### src/rtl/fluxo_dados_drone.sv
// Datapath for the drone game.
// Holds the wait timer, the map scroll index and the drone row.
// Reports end-of-wait, end-of-map and collision to the control unit.
// Also builds the 4x4 obstacle window shown on the display.

// One display column: obstacle cell of map column pos+COL, empty past the map end
module fluxo_dados_drone_coluna #(
   parameter int COL = 0
) (
   input  logic [15:0][2:0] mapa,
   input  logic [3:0]       pos,
   output logic [3:0]       celulas
);
   logic [4:0] k;
   logic [2:0] ent;

   // Carry into bit 4 means the column lies beyond the last map entry (no wrap)
   assign k   = {1'b0, pos} + 5'(COL);
   assign ent = mapa[k[3:0]];

   // Light the obstacle row of this column, if any
   always_comb begin
      celulas = '0;
      if (!k[4] && ent[2])
         celulas[ent[1:0]] = 1'b1;
   end
endmodule

module fluxo_dados_drone #(
   parameter logic [31:0] ESPERA = 32'd50_000_000
) (
   input  logic        clock,
   input  logic        reset,
   input  logic        zeraPosicoes,
   input  logic        contaT,
   input  logic        zeraT,
   input  logic        desloca,
   input  logic        subir,
   input  logic        descer,
   output logic        fim_espera,
   output logic        fim_mapa,
   output logic        colisao,
   output logic [15:0] tela,
   output logic [1:0]  db_linha,
   output logic [3:0]  db_posicao
);
   localparam int          NUM_COLS = 4;
   localparam logic [31:0] LIMITE   = ESPERA - 32'd1;

   // Map ROM, entry = {has, row[1:0]}, listed from column 15 down to column 0.
   // Obstacles zig-zag through rows 0,1,2,3,2,1,0 on the even columns 2..14.
   localparam logic [15:0][2:0] MAPA = {
      3'b000, 3'b100, 3'b000, 3'b101,   // 15..12
      3'b000, 3'b110, 3'b000, 3'b111,   // 11..8
      3'b000, 3'b110, 3'b000, 3'b101,   // 7..4
      3'b000, 3'b100, 3'b000, 3'b000    // 3..0
   };

   logic [3:0]  pos;
   logic [1:0]  linha;
   logic        prev_subir;
   logic        prev_descer;
   logic [31:0] cnt;
   logic        borda_subir;
   logic        borda_descer;
   logic [2:0]  ent_atual;
   logic [NUM_COLS-1:0][3:0] tela_cols;

   assign borda_subir  = subir  & ~prev_subir;
   assign borda_descer = descer & ~prev_descer;

   // Map index: clear wins over shift, saturates on the last column
   always_ff @(posedge clock or posedge reset) begin
      if (reset)
         pos <= 4'd0;
      else if (zeraPosicoes)
         pos <= 4'd0;
      else if (desloca && pos != 4'd15)
         pos <= pos + 4'd1;
   end

   // Button edge registers; reset to 0 so a button held through reset counts once
   always_ff @(posedge clock or posedge reset) begin
      if (reset) begin
         prev_subir  <= 1'b0;
         prev_descer <= 1'b0;
      end else begin
         prev_subir  <= subir;
         prev_descer <= descer;
      end
   end

   // Drone row: starts in row 1, moves one row per isolated button edge
   always_ff @(posedge clock or posedge reset) begin
      if (reset)
         linha <= 2'd1;
      else if (zeraPosicoes)
         linha <= 2'd1;
      else if (borda_subir && !borda_descer && linha != 2'd0)
         linha <= linha - 2'd1;
      else if (borda_descer && !borda_subir && linha != 2'd3)
         linha <= linha + 2'd1;
   end

   // Wait timer: counts up to ESPERA-1 and parks there until cleared
   always_ff @(posedge clock or posedge reset) begin
      if (reset)
         cnt <= 32'd0;
      else if (zeraT)
         cnt <= 32'd0;
      else if (contaT && cnt < LIMITE)
         cnt <= cnt + 32'd1;
   end

   assign fim_espera = (cnt == LIMITE);
   assign fim_mapa   = (pos == 4'd15);

   // The drone always sits in display column 0, i.e. map column pos
   assign ent_atual = MAPA[pos];
   assign colisao   = ent_atual[2] & (ent_atual[1:0] == linha);

   // Visible window: columns pos..pos+3
   genvar c;
   generate
      for (c = 0; c < NUM_COLS; c++) begin : g_col
         fluxo_dados_drone_coluna #(.COL(c)) u_col (
            .mapa    (MAPA),
            .pos     (pos),
            .celulas (tela_cols[c])
         );
      end
   endgenerate

   assign tela       = tela_cols;
   assign db_linha   = linha;
   assign db_posicao = pos;
endmodule

### config.mk
export PLATFORM = sky130hd
export DESIGN_NAME = fluxo_dados_drone
export DESIGN_NICKNAME = d
export VERILOG_FILES = /design/src/rtl/fluxo_dados_drone.sv
export SDC_FILE = /design/constraint.sdc
export NUM_CORES = 1
export LEC_CHECK = 0
export ABC_AREA = 1
export BUFFER_PORTS_ARGS = -buffer_cell sky130_fd_sc_hd__buf_2
export CAP_MARGIN = 5
export CORE_MARGIN = 3
export CORE_UTILIZATION = 36
export DETAILED_ROUTE_END_ITERATION = 8
export SLEW_MARGIN = 5
export SYNTH_ARGS = -nofsm -noshare
export SYNTH_HDL_FRONTEND = slang
export SYNTH_SLANG_ARGS = --single-unit
### constraint.sdc
create_clock -name clock -period 3.6 [get_ports clock]
set_clock_uncertainty 0.1 [all_clocks]
set_input_delay 0.72 -clock clock [delete_from_list [all_inputs] [get_ports clock]]
set_output_delay 0.72 -clock clock [all_outputs]
set_load 0.005 [all_outputs]
==> results.py <==
metrics = {
    "timing": {
        "hold_viol": 0,
        "tightest_slew_ps": 1110,
        "drv_slew": 0,
        "fin_crit_ps": 3040,
        "timing.final.crit_share": 0.844,
        "tns_ps": 0,
        "rsz0062_at_grt": "false",
        "fmax_mhz": 329,
        "maxSlewHeadroom": 0.261,
        "setup_viol": 0,
    },
    "worst_hold_path": {
        "hold_start": "cnt[30]",
        "hold_end": "cnt[30]",
        "holdPathStages": 2,
        "hp-class": "reg2reg",
    },
    "route": {
        "vias_per_cell": 4.83,
        "ant_nets": 0,
        "postRouteWirelength_mm": 7.35,
        "firstDrtPassIters": 4,
        "num_vias": 2972,
        "wire_per_inst_um": 12.0,
        "drc": 0,
        "drt_iter0_drc": 130,
    },
    "floorplanning": {
        "ioPinCount": 33,
        "dieWidth_um": 98.4,
        "start_util": 0.372,
        "num_rows": 33,
        "coreArea_um2": 8260,
        "die_area_um2": 9680,
        "die_height_um": 98.4,
    },
    "clock_network": {
        "cts_root_buf": "clkbuf_8",
        "clock_path_buffers": 2,
        "holdBufCountCts": 0,
        "path_clk_slew_ps": 90,
        "htree_levels": 2,
        "clk_latency_ps": 290,
        "cts_resized": 0,
        "cts_tree": "done",
        "cts_setup_buffers": 0,
        "numCtsBuffers": 5,
        "clock-sinks": 40,
    },
    "layout": {
        "multi_input_area_um2": 1810,
        "drive_above_1_share": 0.118,
        "seq_area_um2": 1000,
        "syn_to_final_growth_pct": 10.7,
        "fin_nets": 528,
        "antenna_cells": 0,
        "nFillCells": 906,
    },
    "worst_setup_path": {
        "r2r-start": "cnt[0]",
        "r2r_end": "cnt[23]",
        "worst_setup_path_start_kind": "flop",
        "cp_max_fo": 16,
        "required_ps": 2780,
        "critPathCaptureType": "output pin",
        "ff2ff_path_depth": 10,
        "crit_type": "reg2out",
        "rrSetupSlack_ps": 1340,
        "arrival_ps": 2220,
    },
    "synthesis": {
        "synthDistinctLibCells": 33,
        "synth_seq_area_share": 0.326,
        "synth_top_family_by_area": "simple AND/OR/NAND/NOR gates",
        "yosys.area_share.simple": 0.447,
        "syn_nets": 498,
        "yosys.area_share.xor_xnor": 0.0513,
        "synthMuxAreaShare": 0,
        "post-synth-top-area-fraction": 0.318,
        "synth_top_cell_by_area": "dfrtp_1",
        "synthTopCellsByArea": "dfrtp_1, nand2_1, nor2_1",
        "syn_area_um2": 3070,
        "synth_cells": 479,
        "avgSynthCellArea_um2": 6.41,
        "synth_seq_cells": 40,
        "synth_compound_area_frac": 0.0460,
        "yosys_warnings": 0,
        "synth_fa_ha_area_frac": 0.0448,
    },
    "power": {
        "p_leak_uw": 0.00167,
        "ir_worst_vdd_mv": 0.191,
        "powerDensity_nw_per_um2": 283,
        "power.total_uw": 961,
    },
    "placement": {
        "place.gp.congestion": 0.898,
        "hpwl_mm": 5.44,
        "portBuffers": 32,
    },
    "global_routing": {
        "grt_pass1_wl_mm": 13.3,
        "grt_max_degree": 33,
        "grt_use_total": 0.163,
        "overflow": 0,
        "antenna_found_initial": 0,
        "grt_pass1_vias": 2924,
    },
    "job": {
        "cap_violations": 0,
    },
    "status": {
        "status": "finished, final reports clean",
    },
}
critical path: stages (launching register included):
cell	delay (ps)
dfrtp_1	640
inv_1	220
ha_1	270
xnor2_1	170
inv_1	60
nand2_1	120
inv_2	60
nand2_1	60
nand3_1	120
nor2_1	120
buf_2	110
placed cells by master, fill, tap and decap left out:
master,instances
o21ai_1,2
xor2_1,13
nand2_1,150
clkinvlp_4,1
o22ai_1,2
nand4_1,1
dfrtp_1,39
nor2_8,1
o221ai_1,1
nand3b_1,1
nor2b_1,1
o211ai_1,2
nand3_4,1
inv_1,40
nand3_2,2
nand3_1,54
nand2_2,2
a22oi_1,1
buf_4,2
nand2_4,2
buf_2,32
clkbuf_8,6
inv_2,7
nor2_1,97
or2_2,1
o21ai_0,8
dfstp_2,1
a21oi_1,7
a31oi_1,2
clkinv_1,3
nor3_1,9
ha_1,11
xnor2_1,5
clkbuf_1,1
nor2_2,2
Yosys cell counts:
master and number:
or2_2 1, ha_1 11, o221ai_1 1, inv_2 7, o21ai_0 8, a31oi_1 2, nor2_2 2, dfrtp_1 39
inv_1 40, a22oi_1 1, o21ai_1 2, clkinv_1 3, nand2_4 2, buf_1 2, nor2_8 1, nand2_1 150
nand4_1 1, buf_6 4, nand3_2 2, o211ai_1 2, dfstp_2 1, nand2_2 2, nor3_1 9, nand3_1 54
nand3b_1 1, nand3_4 1, o22ai_1 2, nor2b_1 1, clkbuf_1 5, xor2_1 13, a21oi_1 7, nor2_1 97
xnor2_1 5
registers in the layout, indices dropped and copies added (netlist names):
register	count
db_posicao	4
db_linha	2
prev_subir	1
prev_descer	1
cnt	32
area by class of cell:
type,count,share of cell area
sequential,40,0.295
multi-input combinational,378,0.532
clock buffer,7,0.0254
clock inverter,1,0.00221
inverter,50,0.0552
tap,105,0.0386
timing repair buffer,34,0.0515
through the flow:
stage | utilization | hold WS [ps] | area, um2 | instances | worst slack, ps
6_report | 0.412 | 393 | 3400 | 615 | 560
5_1_grt | 0.412 | 426 | 3400 | 615 | 228
4_1_cts | 0.412 | 398 | 3400 | 615 | 553
3_5_place_dp | 0.400 | 384 | 3310 | 607 | 873
3_3_place_gp | 0.400 | 372 | 3310 | 607 | 968
2_1_floorplan | - | 358 | 3070 | 479 | 1040
worst max-delay path by stage:
stage | endpoint | start
floorplan | tela[12] | db_posicao[0]
global placement | tela[14] | db_posicao[0]
detailed placement | tela[14] | db_posicao[0]
CTS | tela[14] | db_posicao[0]
global route | tela[12] | db_posicao[0]
finish | tela[12] | db_posicao[0]
per-layer routing:
metal / routed length, um / up-vias / GRT usage
met3: 216 / 8 / 0.0207
met5: 0 / - / 0
li1: - / 1553 / -
met4: 95 / 0 / 0.0536
met2: 3460 / 53 / 0.274
met1: 3570 / 1358 / 0.217
power by group:
part	switching, uW	total, uW	internal, uW
logic	108	165	57.2
clock network	162	318	156
registers	16.9	478	461
cells by family (layout without fill, tap and decap cells):
kind of cell	Yosys count	in the layout
buffers and inverters	61	92
XOR/XNOR	18	18
AND/OR/NAND/NOR	324	324
flip-flops	40	40
AO/OA/AOI/OAI	25	25
adder cells (fa/ha/maj)	11	11
Note: power is estimated with default switching activity, not from simulation.
